--- src/rtl/uart_tx.sv ---
// uart_tx: 8N1 LSB-first serial transmitter with internal baud divider.
// One byte per request; tx idles high and every line output is registered.
module uart_tx #(
    parameter int CLK_HZ  = 50000000,
    parameter int BAUD    = 115200,
    parameter int DIVISOR = CLK_HZ / BAUD
) (
    input  logic       clk,
    input  logic       rst,
    input  logic [7:0] dato,
    input  logic       enviar,
    output logic       tx,
    output logic       ocupado,
    output logic       hecho
);
    localparam int CW = $clog2(DIVISOR);

    typedef enum logic [1:0] {ESPERAR, INICIO, DATOS, PARADA} estado_t;

    estado_t       estado;
    logic [CW-1:0] cnt;
    logic [2:0]    idx;
    logic [7:0]    sr;
    logic          fin;

    assign fin = cnt == CW'(DIVISOR - 1);

    always_ff @(posedge clk) begin
        if (rst) begin
            estado  <= ESPERAR;
            cnt     <= '0;
            idx     <= '0;
            sr      <= '0;
            tx      <= 1'b1;
            ocupado <= 1'b0;
            hecho   <= 1'b0;
        end else begin
            hecho <= 1'b0;
            case (estado)
                ESPERAR: if (enviar) begin
                    estado  <= INICIO;
                    sr      <= dato;
                    cnt     <= '0;
                    idx     <= '0;
                    tx      <= 1'b0;
                    ocupado <= 1'b1;
                end
                INICIO: begin
                    cnt <= fin ? '0 : cnt + 1'b1;
                    if (fin) begin
                        estado <= DATOS;
                        tx     <= sr[0];
                    end
                end
                DATOS: begin
                    cnt <= fin ? '0 : cnt + 1'b1;
                    if (fin) begin
                        idx <= idx + 1'b1;
                        sr  <= sr >> 1;
                        tx  <= (idx == 3'd7) ? 1'b1 : sr[1];
                        if (idx == 3'd7) estado <= PARADA;
                    end
                end
                PARADA: begin
                    cnt <= fin ? '0 : cnt + 1'b1;
                    if (fin) begin
                        estado  <= ESPERAR;
                        ocupado <= 1'b0;
                        hecho   <= 1'b1;
                    end
                end
                default: begin
                    estado  <= ESPERAR;
                    tx      <= 1'b1;
                    ocupado <= 1'b0;
                end
            endcase
        end
    end
endmodule

--- config.mk ---
export PLATFORM = sky130hd
export DESIGN_NAME = uart_tx
export DESIGN_NICKNAME = d
export VERILOG_FILES = /design/src/rtl/uart_tx.sv
export SDC_FILE = /design/constraint.sdc
export NUM_CORES = 1
export LEC_CHECK = 0
export CORE_MARGIN = 3
export CORE_UTILIZATION = 50
export DETAILED_ROUTE_END_ITERATION = 10
export PLACE_DENSITY = 0.82
export RECOVER_POWER = 25
export SLEW_MARGIN = 10
export SYNTH_ARGS = -nofsm -noshare
export SYNTH_HDL_FRONTEND = slang
export SYNTH_SLANG_ARGS = --single-unit
--- constraint.sdc ---
create_clock -name clk -period 2.27 [get_ports clk]
set_input_delay 0.454 -clock clk [delete_from_list [all_inputs] [get_ports clk]]
set_output_delay 0.454 -clock clk [all_outputs]
set_load 0.02 [all_outputs]
==> flow_metrics.env, run 1 <==
export IMPL_grt_pass1_wl_mm=4.49
export IMPL_start_util_pct=56.0
export IMPL_clock_latency_ps=340
export IMPL_arrival_ps=2180
export IMPL_cap_viol_max_count=0
export IMPL_regArea_um2=500
export IMPL_cp_start_kind="flop"
export IMPL_worst_setup_path_end_kind="flop"
export IMPL_hp_class="flop to flop"
export IMPL_nets=182
export IMPL_place_detailed_hpwl_mm=1.96
export IMPL_grt_use_total_pct=17.2
export IMPL_gp_congestion=0.827
export IMPL_period_share_pct=83.5
export IMPL_cts_made_buffers=3
export IMPL_final_max_slew_viol_count=0
export IMPL_p_per_area_nw_per_um2=948
export IMPL_cts_tree="done"
export IMPL_diodes=0
export IMPL_timing_fmax_mhz=528
export IMPL_globalRoute_totalOverflow=0
export IMPL_die_h_um=57.2
export IMPL_post_cts_buffers=0
export IMPL_dr_pass1_iters=6
export IMPL_die_area_um2=3270
export IMPL_hold_viol=0
export IMPL_cts_resized=0
export IMPL_rows=17
export IMPL_placedCellCount=184
export IMPL_wl_mm=2.64
export IMPL_cts_hold_buf=0
export IMPL_io_pins=14
export IMPL_ys_warn_count=0
export IMPL_whs_ps=512
export IMPL_synth_edf_count=0
export IMPL_min_period_ps=1900
export IMPL_outcome="finished, final reports clean"
export IMPL_htree_levels=1
export IMPL_async_flop_share_pct=0
export IMPL_vias_per_cell=5.76
export IMPL_vdd_ir_drop_max_v=0.000907
export IMPL_syn2layout_area_growth_pct=14.5
export IMPL_ys_types=41
export IMPL_place_area_um2=1480
export IMPL_antenna_found_initial=0
export IMPL_multiInputGateArea_um2=757
export IMPL_coreArea_um2=2340
export IMPL_final_area_um2=1500
export IMPL_slew_headroom_pct=55.7
export IMPL_utilization_pct=64.2
export IMPL_nFillCells=199
export IMPL_synth_seq_cells=25
export IMPL_crit_type="flop to flop"
export IMPL_cts_sinks=25
export IMPL_dp_slack_ps=156
export IMPL_syn_inst=144
export IMPL_dieWidth_um=57.2
export IMPL_synthesis_area_um2=1310
export IMPL_grt_pass1_vias=1023
export IMPL_layoutNonFillerInstCount=188
export IMPL_rsz0062_at_grt="false"
export IMPL_syn_avg_cell_area_um2=9.11
export IMPL_yosysSeqAreaShare_pct=38.2
export IMPL_num_vias=1082
export IMPL_clockRootBuffer="clkbuf_4"
export IMPL_fin_skew_ps=17.7
export IMPL_p_leak_nw=0.588
export IMPL_syn_nets=165
export IMPL_finalPower_mw=1.42
export IMPL_drt_iter0_drc=43
export IMPL_mostFrequentLayoutCells="nor2_1, dfxtp_1, clkdlybuf4s50_1"
export IMPL_io_buffers=13
export IMPL_worst_pin_slew_ps=660
export IMPL_cts_clk_slew_worst_paths_ps=150
export IMPL_clock_path_buffers=2
export IMPL_drcViolationCount=0
export IMPL_ys_flop_type="dfxtp_1"
export IMPL_fin_tns_setup_ps=0
export IMPL_grt_max_degree=16
export IMPL_ant_nets=0
export IMPL_cp_required_ps=2560
export IMPL_drive_above_1_share_pct=12.5
export IMPL_critPathMaxFanout=5
export IMPL_layout_setup_ws_ps=375
export IMPL_wire_per_inst_um=14.0
export IMPL_setup_viol=0
[worst paths after layout]
path	startpoint	to	slack (ps)	cells after the start
min reg2reg	cnt[8]	cnt[8]	510	2
max	estado[0]	cnt[5]	370	6
min	cnt[8]	cnt[8]	510	2
max reg2reg	estado[0]	cnt[5]	370	6
[power by group]
group / total (mW) / internal, mW / switching [mW] / leakage, nW
logic: 0.593 / 0.263 / 0.329 / 0.369
registers: 0.618 / 0.537 / 0.0805 / 0.204
clock network: 0.213 / 0.0677 / 0.145 / 0.0139
[area by class of cell]
class	instances	share of cell area (%)
clock inverter	1	0.500
sequential	25	33.3
tap	28	2.33
timing repair buffer	17	10.7
multi-input combinational	109	50.4
inverter	5	1.25
clock buffer	3	1.50
[sequential cells by signal, indices dropped and copies added, names as in the netlist]
register and count:
hecho 1, estado 2, ocupado 1, idx 3, tx 1, sr 8, cnt 9
[critical path, stage by stage, from the launching register on]
cell,delay (ps)
dfxtp_1,420
inv_1,120
ha_1,280
nand2b_1,240
nand4_4,150
or4b_4,500
a21oi_2,150
[metal layers]
metal	GRT usage, %	wire (µm)	up-vias
met5	0	0	-
li1	-	-	553
met4	7.95	36	0
met2	25.9	1190	37
met3	5.43	165	4
met1	22.3	1250	488
[synth_stat cells (all sizes together) (4+ instances only)]
| master | n | area [µm²] |
|---|---|---|
| a21oi | 9 | 48.8 |
| dfxtp | 25 | 500 |
| ha | 10 | 125 |
| inv | 5 | 18.8 |
| nand2 | 9 | 33.8 |
| nand4 | 4 | 40.0 |
| nor2 | 25 | 93.8 |
| o21ai | 9 | 48.8 |
| o221a | 7 | 78.8 |
[cell families (layout without fill, tap and decap cells)]
group / count (synthesis) / count (layout) / share of synthesized area, %
fa+ha+maj: 10 / 10 / 9.54
simple gates: 57 / 57 / 23.7
buf+inv: 10 / 26 / 3.82
compound gates: 34 / 34 / 19.0
mux: 4 / 4 / 3.15
xor+xnor: 4 / 4 / 2.67
flops: 25 / 25 / 38.2
(Power assumes the default switching activity.)
==> run 2: changes to the inputs <==
CORE_UTILIZATION = 49   (was 50)
PLACE_DENSITY = 0.83   (was 0.82)
clock period = 1.65 ns   (was 2.27 ns; I/O delays follow)
==> run 2 against run 1 <==
Against the previous run:
- via count grew 5.3%
- first-iteration DRC count increased by 40%
- worst hold slack better by 0.60 ps
- cell area up 7.8%
- sequential share of layout area down 2.3 points
- clock power grew 27%
- critical path depth unchanged
- clock skew decreased by 15 ps
- fmax increased by 19%
- wire length is 1.9% higher
- critical endpoint is now sr[5]
==> flow_metrics.env, run 2 (same netlist as run 1, synthesis figures left out) <==
export IMPL_grt_pass1_vias=1034
export IMPL_worst_pin_slew_ps=279
export IMPL_worst_setup_path_end_kind="flop"
export IMPL_fin_tns_setup_ps=0
export IMPL_dr_pass1_iters=4
export IMPL_htree_levels=1
export IMPL_setup_viol=0
export IMPL_final_max_slew_viol_count=0
export IMPL_utilization_pct=64.8
export IMPL_nets=194
export IMPL_outcome="finished, final reports clean"
export IMPL_p_leak_nw=0.670
export IMPL_ant_nets=0
export IMPL_min_period_ps=1600
export IMPL_wl_mm=2.69
export IMPL_gp_congestion=0.862
export IMPL_nFillCells=209
export IMPL_clock_path_buffers=2
export IMPL_die_area_um2=3330
export IMPL_diodes=0
export IMPL_globalRoute_totalOverflow=0
export IMPL_largest_register_ffs=9
export IMPL_grt_use_total_pct=17.3
export IMPL_p_per_area_nw_per_um2=1280
export IMPL_rows=18
export IMPL_final_common_cell="nor2_1"
export IMPL_vdd_ir_drop_max_v=0.000849
export IMPL_cts_clk_slew_worst_paths_ps=130
export IMPL_period_share_pct=96.9
export IMPL_mostFrequentLayoutCells="nor2_1, dfxtp_1, buf_4"
export IMPL_place_detailed_hpwl_mm=2.08
export IMPL_dieWidth_um=57.7
export IMPL_largest_register="cnt"
export IMPL_clockRootBuffer="clkbuf_4"
export IMPL_cp_start_kind="flop"
export IMPL_syn2layout_area_growth_pct=23.5
export IMPL_slew_headroom_pct=81.2
export IMPL_rsz0062_at_grt="true"
export IMPL_critPathMaxFanout=10
export IMPL_drcViolationCount=0
export IMPL_arrival_ps=1830
export IMPL_wire_per_inst_um=13.3
export IMPL_die_h_um=57.7
export IMPL_cts_tree="done"
export IMPL_antenna_found_initial=0
export IMPL_start_util_pct=52.5
export IMPL_drive_above_1_share_pct=23.3
export IMPL_cts_made_buffers=3
export IMPL_grt_max_degree=15
export IMPL_cap_viol_max_count=0
export IMPL_coreArea_um2=2500
export IMPL_io_buffers=13
export IMPL_timing_fmax_mhz=626
export IMPL_post_cts_buffers=0
export IMPL_vias_per_cell=5.64
export IMPL_place_area_um2=1570
export IMPL_reg_largest_list="cnt (9), sr (8), idx (3)"
export IMPL_whs_ps=513
export IMPL_layout_setup_ws_ps=51.5
export IMPL_crit_type="flop to flop"
export IMPL_clock_latency_ps=320
export IMPL_cp_required_ps=1880
export IMPL_cts_sinks=25
export IMPL_cts_hold_buf=0
export IMPL_fin_skew_ps=2.46
export IMPL_io_pins=14
export IMPL_hold_viol=0
export IMPL_hp_class="flop to flop"
export IMPL_drt_iter0_drc=60
export IMPL_num_vias=1139
export IMPL_dp_slack_ps=-237
export IMPL_grt_pass1_wl_mm=4.48
export IMPL_final_area_um2=1620
## run 2: path summary, 6_finish.rpt
check	startpoint	end	slack, ps	depth (start not counted)
worst max-delay path	cnt[1]	sr[5]	50	6
worst min-delay path	cnt[8]	cnt[8]	510	2
worst max register to register	cnt[1]	sr[5]	50	6
worst min register to register	cnt[8]	cnt[8]	510	2
## run 2: power breakdown
| part | leakage [nW] | total (mW) | internal, mW | switching, mW |
|---|---|---|---|---|
| registers | 0.205 | 0.830 | 0.744 | 0.0866 |
| logic | 0.447 | 0.971 | 0.465 | 0.506 |
| clock network | 0.0177 | 0.271 | 0.0909 | 0.180 |
## run 2: final cells by class
| class | instances | area, µm² | area share [%] |
|---|---|---|---|
| Timing Repair Buffer | 29 | 255 | 15.8 |
| Clock buffer | 3 | 22.5 | 1.39 |
| Multi-Input combinational cell | 109 | 777 | 48.0 |
| Tap cell | 30 | 37.5 | 2.32 |
| Inverter | 5 | 18.8 | 1.16 |
| Sequential cell | 25 | 503 | 31.1 |
| Clock inverter | 1 | 5.00 | 0.309 |
## run 2: worst max-delay path: stages (launching register included)
cell	delay (ps)
dfxtp_2	360
inv_1	50
ha_1	160
and4b_2	280
nand4_1	160
buf_4	210
o221a_2	270
## run 2: through the flow
step	cells	power, mW
global route	202	2.23
detailed placement	198	1.78
global placement	198	1.73
CTS	202	2.07
floorplan	144	1.47
finish	202	2.07
## run 2: layer usage
layer / up-vias / share of wire [%] / global-route usage (%)
li1: 574 / - / -
met1: 539 / 48 / 21.9
met2: 24 / 46 / 28.1
met3: 2 / 5.2 / 5.57
met4: 0 / 0.56 / 4.97
met5: - / 0 / 0
## run 2: what timing repair did
| item | in CTS | in global routing |
|---|---|---|
| endpoints found under the setup margin | 3 | 18 |
| resized for setup | 1 | 7 |
| pin swaps | 0 | 0 |
